`src/rtl/dmem_arbiter.sv`:
```
// dmem_arbiter: two-port round-robin arbiter in front of a single-ported
// data memory. Port 0 is the CPU datapath and port 1 is the loader. Each
// granted access occupies one BUSY cycle, and its ack is registered on the
// way back to IDLE.
module dmem_arbiter #(
    parameter int DATA_W    = 32,
    parameter int ADDR_W    = 32,
    parameter int MEM_WORDS = 64
) (
    input  logic              clk,
    input  logic              reset,
    input  logic              req0,
    input  logic              req1,
    input  logic              we0,
    input  logic              we1,
    input  logic [ADDR_W-1:0] addr0,
    input  logic [ADDR_W-1:0] addr1,
    input  logic [DATA_W-1:0] wdata0,
    input  logic [DATA_W-1:0] wdata1,
    output logic              ack0,
    output logic              ack1,
    output logic              err0,
    output logic              err1,
    output logic [DATA_W-1:0] rdata0,
    output logic [DATA_W-1:0] rdata1,
    output logic              mem_we,
    output logic [ADDR_W-1:0] mem_addr,
    output logic [DATA_W-1:0] mem_wdata,
    input  logic [DATA_W-1:0] mem_rdata,
    output logic              busy
);

    localparam int IDX_W = ADDR_W - 2;
    localparam logic [IDX_W-1:0] WORD_LIM = IDX_W'(MEM_WORDS);

    typedef enum logic [1:0] {
        IDLE  = 2'd0,
        BUSY0 = 2'd1,
        BUSY1 = 2'd2
    } state_e;

    state_e            state_q, state_d;
    logic              rr_q, rr_d;          // 0: port 0 wins a tie, 1: port 1 wins
    logic              ack0_q, ack0_d, ack1_q, ack1_d;
    logic              err0_q, err0_d, err1_q, err1_d;
    logic [DATA_W-1:0] rdata0_q, rdata0_d, rdata1_q, rdata1_d;

    logic              in_range0, in_range1;
    logic              elig0, elig1;
    logic              sel_we, sel_in_range;
    logic [ADDR_W-1:0] sel_addr;
    logic [DATA_W-1:0] sel_wdata;

    assign in_range0 = addr0[ADDR_W-1:2] < WORD_LIM;
    assign in_range1 = addr1[ADDR_W-1:2] < WORD_LIM;

    // A port that is seeing its own ack is still dropping req; skip it.
    assign elig0 = req0 & ~ack0_q;
    assign elig1 = req1 & ~ack1_q;

    // Memory-side mux: steer the granted port onto the memory bus.
    always_comb begin
        sel_we       = 1'b0;
        sel_in_range = 1'b0;
        sel_addr     = '0;
        sel_wdata    = '0;
        case (state_q)
            BUSY0: begin
                sel_we       = we0;
                sel_in_range = in_range0;
                sel_addr     = addr0;
                sel_wdata    = wdata0;
            end
            BUSY1: begin
                sel_we       = we1;
                sel_in_range = in_range1;
                sel_addr     = addr1;
                sel_wdata    = wdata1;
            end
            default: ;
        endcase
    end

    // Derived from the async-reset state, so reset drops mem_we at once.
    assign busy      = (state_q == BUSY0) || (state_q == BUSY1);
    assign mem_we    = sel_we & sel_in_range;
    assign mem_addr  = sel_addr;
    assign mem_wdata = sel_wdata;

    // Next-state: arbitrate in IDLE, complete and register response in BUSY.
    always_comb begin
        state_d  = state_q;
        rr_d     = rr_q;
        ack0_d   = 1'b0;
        ack1_d   = 1'b0;
        err0_d   = err0_q;
        err1_d   = err1_q;
        rdata0_d = rdata0_q;
        rdata1_d = rdata1_q;
        case (state_q)
            IDLE: begin
                if (elig0 && (!elig1 || !rr_q)) begin
                    state_d = BUSY0;
                    rr_d    = 1'b1;
                end else if (elig1) begin
                    state_d = BUSY1;
                    rr_d    = 1'b0;
                end
            end
            BUSY0: begin
                state_d  = IDLE;
                ack0_d   = 1'b1;
                err0_d   = ~in_range0;
                rdata0_d = (we0 || !in_range0) ? '0 : mem_rdata;
            end
            BUSY1: begin
                state_d  = IDLE;
                ack1_d   = 1'b1;
                err1_d   = ~in_range1;
                rdata1_d = (we1 || !in_range1) ? '0 : mem_rdata;
            end
            default: state_d = IDLE;
        endcase
    end

    // State and response registers.
    always_ff @(posedge clk or negedge reset) begin
        if (!reset) begin
            state_q  <= IDLE;
            rr_q     <= 1'b0;
            ack0_q   <= 1'b0;
            ack1_q   <= 1'b0;
            err0_q   <= 1'b0;
            err1_q   <= 1'b0;
            rdata0_q <= '0;
            rdata1_q <= '0;
        end else begin
            state_q  <= state_d;
            rr_q     <= rr_d;
            ack0_q   <= ack0_d;
            ack1_q   <= ack1_d;
            err0_q   <= err0_d;
            err1_q   <= err1_d;
            rdata0_q <= rdata0_d;
            rdata1_q <= rdata1_d;
        end
    end

    assign ack0   = ack0_q;
    assign ack1   = ack1_q;
    assign err0   = err0_q;
    assign err1   = err1_q;
    assign rdata0 = rdata0_q;
    assign rdata1 = rdata1_q;

endmodule

```
`config.mk`:
```
export PLATFORM = sky130hd
export DESIGN_NAME = dmem_arbiter
export DESIGN_NICKNAME = d
export VERILOG_FILES = /design/src/rtl/dmem_arbiter.sv
export SDC_FILE = /design/constraint.sdc
export NUM_CORES = 1
export LEC_CHECK = 0
export CAP_MARGIN = 20
export CELL_PAD_IN_SITES_DETAIL_PLACEMENT = 2
export CELL_PAD_IN_SITES_GLOBAL_PLACEMENT = 2
export CORE_MARGIN = 8
export CORE_UTILIZATION = 17
export DETAILED_ROUTE_END_ITERATION = 8
export GPL_TIMING_DRIVEN = 0
export PLACE_DENSITY_LB_ADDON = 0.1
export SLEW_MARGIN = 0
export SYNTH_ARGS = -nofsm -noshare
export SYNTH_HDL_FRONTEND = slang
export SYNTH_SLANG_ARGS = --single-unit
```
`constraint.sdc`:
```
create_clock -name clk -period 2.5 [get_ports clk]
set_clock_uncertainty 0.15 [all_clocks]
set_input_delay 0.5 -clock clk [delete_from_list [all_inputs] [get_ports clk]]
set_output_delay 0.5 -clock clk [all_outputs]
set_load 0.05 [all_outputs]
```
# [After elaboration in Yosys (flattened, before gate mapping)]
# Index checks and enable logic that the tools add are counted.
[totals] register_bits=71 in_bits=166 out_inout_bits=134 wordCells=45
[classes] order_cmp=2 n_eq_ne=3 n_mux=13 bitwise_logic=7 n_reduce_logical=12
[op_table] cell="one-hot mux 32 bit (2 select lines)" count=2
[op_table] cell="two-way mux 32 bit" count=2
[op_table] cell="less-than comparator 30 x 7 -> 1 bit, second input constant" count=2
[op_table] cell="two-way mux 2 bit" count=3
[op_table] cell="logical NOT 1 bit" count=4
[op_table] cell="logical OR 1 bit" count=4
[op_table] cell="two-way mux 1 bit" count=4
[op_table] cell="inverter 1 bit" count=4
[op_table] cell="one-hot mux 1 bit (2 select lines)" count=2
[op_table] cell="bitwise AND 1 bit" count=3
[op_table] cell="!= test 3 bit, second input constant" count=1
[op_table] cell="equality test 2 x 1 -> 1 bit, second input constant" count=1
[op_table] cell="equality test 2 bit, second input constant" count=1
[op_table] cell="logical NOT 2 bit" count=1
[op_table] cell="AND reduction 2 bit" count=1
[op_table] cell="nonzero test 2 bit" count=1
[op_table] cell="logical AND 1 bit" count=1

# [Depth between registers and ports, before layout]
[depth] ltp_word=7 ltp_mapped=7 ltp_nobuf=6

# [Worst setup path after synthesis]
# No wires, ideal clock.
[synth_timing] path_kind="flip-flop to output port" startpoint="reg state_q[0]" endpoint="out mem_addr[0]" arrival_time_ps=2200 required_ps=1850 path_slack_ps=-350 stages_incl_launch_ff=6 path_buffers=2 path_cell_list="dfrtp_1 -> inv_1 -> ha_1 -> clkbuf_1 -> clkbuf_1 -> nor2b_1"
[synth_between] elab_chain_len=2 elab_cells_between_ends=3 cone_classes="eq/ne (2); mux (1)"
[synth_rtl] item="start, declared" line="42" source="state_e state_q, state_d;"
[synth_rtl] item="start signal, assigned" line="138" source="state_q <= state_d;"
[synth_rtl] item="equality test 2 bit or equality test 2 x 1 -> 1 bit (tied branches)" line="67" source="case (state_q)"
[synth_rtl] item="one-hot mux 32 bit (2 select lines) *" line="67"
[synth_rtl] item="end, declared" line="27" source="output logic [ADDR_W-1:0] mem_addr,"
# Mark *: on every way between the ends. The rest lies on a longest branch, timed or not.

# [Worst setup path in the final report]
[layout_timing] startpoint="in addr0[15]" endpoint="out mem_we"
[layout_between] elab_chain_len=3
[layout_rtl] item="start, declared" line="16" source="input logic [ADDR_W-1:0] addr0,"
[layout_rtl] item="less-than comparator 30 x 7 -> 1 bit" line="54" source="assign in_range0 = addr0[ADDR_W-1:2] < WORD_LIM;"
[layout_rtl] item="one-hot mux 1 bit (2 select lines)" line="67"
[layout_rtl] item="bitwise AND 1 bit" line="86" source="assign mem_we = sel_we & sel_in_range;"
[layout_rtl] item="end, declared" line="26" source="output logic mem_we,"
# Every way passes these cells.

==> impl.org <==
** Drt
- Starting DRC count in detailed routing :: 63
- Detailed-routing iteration count for the pre-antenna-repair pass :: 4
- The final layout contains routed wiring with a total length of 22.0 mm.
- In the routed design, unresolved DRC markers number 0.
- Per-cell via count in the routed design :: 4.56
- In this run the remaining antenna-violating nets after routing total 0.
- In the final routed layout, each cell accounts on average for 23.2 um.
- Routed via count :: 4330

** Die
- The floorplan step defined a die boundary enclosing 26400 um^2.
- Overall die height :: 162 um
- 300 I/O pins were placed.
- Area of the core :: 21000 um^2
- Width of the die :: 162 um
- Cell Rows :: 53
- Once the floorplan was initialized, standard cells occupied 17.3% of the core.

** Run status
- Run status :: finished, violations left
- Failing checks :: setup timing

** Clock tree
- H-tree levels :: 3
- Clock latency on the worst-skew pair, taken at its later pin, is 330 ps.
- CTS saw 71 sinks.
- CTS placed an instance of sky130_fd_sc_hd__clkbuf_16 at the clock tree root.
- Counting the buffers created by CTS gives 9.
- TritonCTS built the clock tree.
- No sink is reached through more buffers than the 2 on the longest clock path.
- After clock tree synthesis, the clock-pin slew on the worst setup and hold paths is 50 ps.
- Quantity of hold-fixing buffers added after cts :: 0

** Timing
- Worst slack on hold paths :: 30.4 ps
- Worst relative slew slack :: 56.1%
- Setup violations, final :: 40
- Final WS setup :: -168 ps
- Max-slew violation total from the final report :: 0
- The smallest clock period supported by the final layout is computed as 2670 ps.
- Summed over all failing endpoints, the final setup total negative slack is -1770 ps.
- Ratio of final minimum period to clock period :: 107%
- Number of hold violations in the final report :: 0
- Slew @ Worst Pin :: 656 ps
- Derived from the worst setup path, the maximum achievable clock frequency is 375 MHz.
- Setup repair after global routing could not meet its margin everywhere.

** Critical path
- Traced cell by cell, the critical path runs through clkdlybuf4s50_1 > nor4b_4 > nand4_1 > nor2_2 > o211a_1 > buf_6.
- Setup CP Type :: in -> out
- FF-to-FF path depth :: 9
- Number of buffers and inverters on the critical path :: 2
- Type of element capturing the critical path :: output port
- STA classifies the critical path startpoint as a primary input.
- Worst setup slack for register-to-register paths :: -30 ps
- STA puts the critical path data required time at 1850 ps.
- In this run the critical register-to-register path is captured at rdata0[7].
- The kind of cell with the highest combined delay along the critical path is simple AND/OR/NAND/NOR gates.
- Arrival time at the worst endpoint :: 2020 ps
- In this run the worst path has a maximum fanout of 2.
- In this design, the stage delay of the slowest critical-path cell is 470 ps.
- Master of the slowest instance on the critical path :: sky130_fd_sc_hd__clkdlybuf4s50_1
- Start of the worst register-to-register path :: state_q[1]

** Cells and area
- The top cell types in the final layout, fill and taps aside, are 228 x sky130_fd_sc_hd__clkdlybuf4s50_1, 71 x sky130_fd_sc_hd__dfrtp_1, 66 x sky130_fd_sc_hd__a22o_1.
- From synthesis to final layout, the design area changed by 131%.
- Cells fill 40.0% of the core in the end.
- Leaving out fill and tap cells, the most frequent cell in the layout is sky130_fd_sc_hd__clkdlybuf4s50_1.
- The multi-input combinational cells in the finished layout cover a total of 2470 um^2.
- The net count of the finished layout is 838.
- Number of standard cells in the final layout excluding fillers :: 949
- # fillers :: 2167
- The finished cells cover 8420 um^2.
- Share of final-layout standard cells stronger than drive strength 1 :: 38.0%
- In the final layout, flip-flops and latches occupy 1780 um^2.
- Antenna cell count :: 0

** Pwr
- Across the VDD grid, the largest voltage drop is 405 uV.
- For this design the ratio of total power to cell area is 898 nW/um^2.
- After layout, the design draws a total of 7.55 mW.
- Of the total power, combinational logic draws 68.6%.
- Proportion of power drawn by the clock network :: 15.4%
- Sw Ratio :: 45.0%
- Internal power :: 4.15 mW
- Total leakage power :: 3.42 nW
- Summed over all nets, the switching power comes to 3.40 mW.
- Sequential cells account for 16.1% of the total power.

** Placement
- Cell Count Post-Placement :: 916
- During placement, the flow inserted port buffers numbering 299.
- Pre-CTS WS :: -1200 ps
- Summing all placed instances gives a cell area of 7410 um^2.
- Once detailed placement completed, the half-perimeter wirelength came to 17.7 mm.
- GP Congestion :: 0.728

** Run
- The tool flagged a number of max-cap violations equal to 0.

** GRT
- Antenna violations before repair :: 2
- Via count of the first global-routing pass :: 5173
- Entering global routing, the biggest net connects 72 pins.
- Summed over all layers, the global routing overflow is 0.
- For this run, the total global-route usage over all layers was measured as 16.2%.
- Wire length of the first global-routing pass :: 32.5 mm

** Logic synthesis
- Area of the mapped netlist :: 3640 um^2
- Averaged over all synthesized cells, the footprint is 10.7 um^2.
- Gate Count Post-Synth :: 341
- Synth area leader :: sky130_fd_sc_hd__dfrtp_1
- Counting flops and latches in the post-synthesis netlist gives 71.
- Unique cell type count in the Yosys netlist :: 26
- By area the synthesized netlist is led by sky130_fd_sc_hd__dfrtp_1 49%, sky130_fd_sc_hd__a22o_1 16%, sky130_fd_sc_hd__a22oi_1 13%.
- Net count after synthesis :: 510
- For this run, the register share of the synthesized area comes to 48.8%.
- Summed over its instances, the top area cell type makes up 48.8% of the synthesized netlist area.
- During synthesis, Yosys emitted a total of 0 warnings.

** Hold path
- In this run the worst hold path is classified as in -> async.
==> how the worst max path moves through the flow <==
stage / slack, ps / to / cells past startpoint / start
after CTS: -120 / mem_we / 7 / state_q[0]
final: -170 / mem_we / 6 / addr0[15]
after floorplan: -200 / mem_addr[0] / 5 / state_q[0]
after detailed placement: -1200 / mem_we / 7 / state_q[0]
after global placement: -1700 / rdata0[10] / 1 / reset
after global routing: -250 / mem_we / 7 / state_q[0]
==> synthesized netlist by cell type <==
master                     count
sky130_fd_sc_hd__dfrtp_1      71
sky130_fd_sc_hd__a22o_1       66
sky130_fd_sc_hd__nor2b_1      65
sky130_fd_sc_hd__a22oi_1      64
sky130_fd_sc_hd__clkbuf_1     21
sky130_fd_sc_hd__nor2_1        9
sky130_fd_sc_hd__nor4_1        8
sky130_fd_sc_hd__buf_1         6
sky130_fd_sc_hd__buf_2         3
sky130_fd_sc_hd__buf_4         3
sky130_fd_sc_hd__ha_1          3
sky130_fd_sc_hd__inv_1         3
sky130_fd_sc_hd__nand2_1       2
sky130_fd_sc_hd__nand3_1       2
sky130_fd_sc_hd__nand4_1       2
sky130_fd_sc_hd__nor3_1        2
sky130_fd_sc_hd__nor3_2        2
sky130_fd_sc_hd__a21boi_0      1
sky130_fd_sc_hd__a21oi_1       1
sky130_fd_sc_hd__inv_2         1
sky130_fd_sc_hd__nand2b_1      1
sky130_fd_sc_hd__nor4b_1       1
sky130_fd_sc_hd__nor4b_2       1
sky130_fd_sc_hd__o211a_1       1
sky130_fd_sc_hd__o21a_1        1
sky130_fd_sc_hd__o21ai_0       1
==> power by group through the flow <==
stage	Clock, mW	Combinational [mW]	Sequential, mW
3_5_place_dp	0	4.52	1.23
5_1_grt	1.25	5.48	1.22
4_1_cts	1.21	5.06	1.21
3_3_place_gp	0	4.47	1.22
6_report	1.16	5.18	1.21
2_1_floorplan	0	2.95	1.27
==> cells by family (layout without fill, tap and decap cells) <==
group | count (synthesis) | count (layout) | share of synthesized area, %
compound gates | 135 | 135 | 30.0
simple gates | 95 | 95 | 15.9
flops | 71 | 71 | 48.8
buf+inv | 37 | 370 | 4.23
fa+ha+maj | 3 | 3 | 1.03
==> state kept, by name, indices dropped and copies added (netlist names) <==
name     cells
rdata1      32
ack1         1
err0         1
err1         1
state_q      2
ack0         1
rr_q         1
rdata0      32
==> timing repair <==
action	4_1_cts	5_1_grt
pin swaps	8	12
setup buffers	8	9
hold endpoints to repair	0	0
setup endpoints to repair	107	111
cloned	0	1
gates resized for setup	538	57
==> final cells by class <==
cell class,instances,share of cell area [%]
Multi-Input combinational cell,233,29.3
Clock inverter,6,0.446
Inverter,4,0.178
Clock buffer,10,2.72
Sequential cell,71,21.1
Tap cell,275,4.09
Buffer,32,3.49
Timing Repair Buffer,318,38.7
==> layer usage <==
layer | GRT usage [%] | share of wire (%)
met5 | 0 | 0.12
met1 | 16.7 | 37
met4 | 3.83 | 1.1
met2 | 29.3 | 52
met3 | 7.76 | 10
Note: power is estimated with default switching activity, not from simulation.
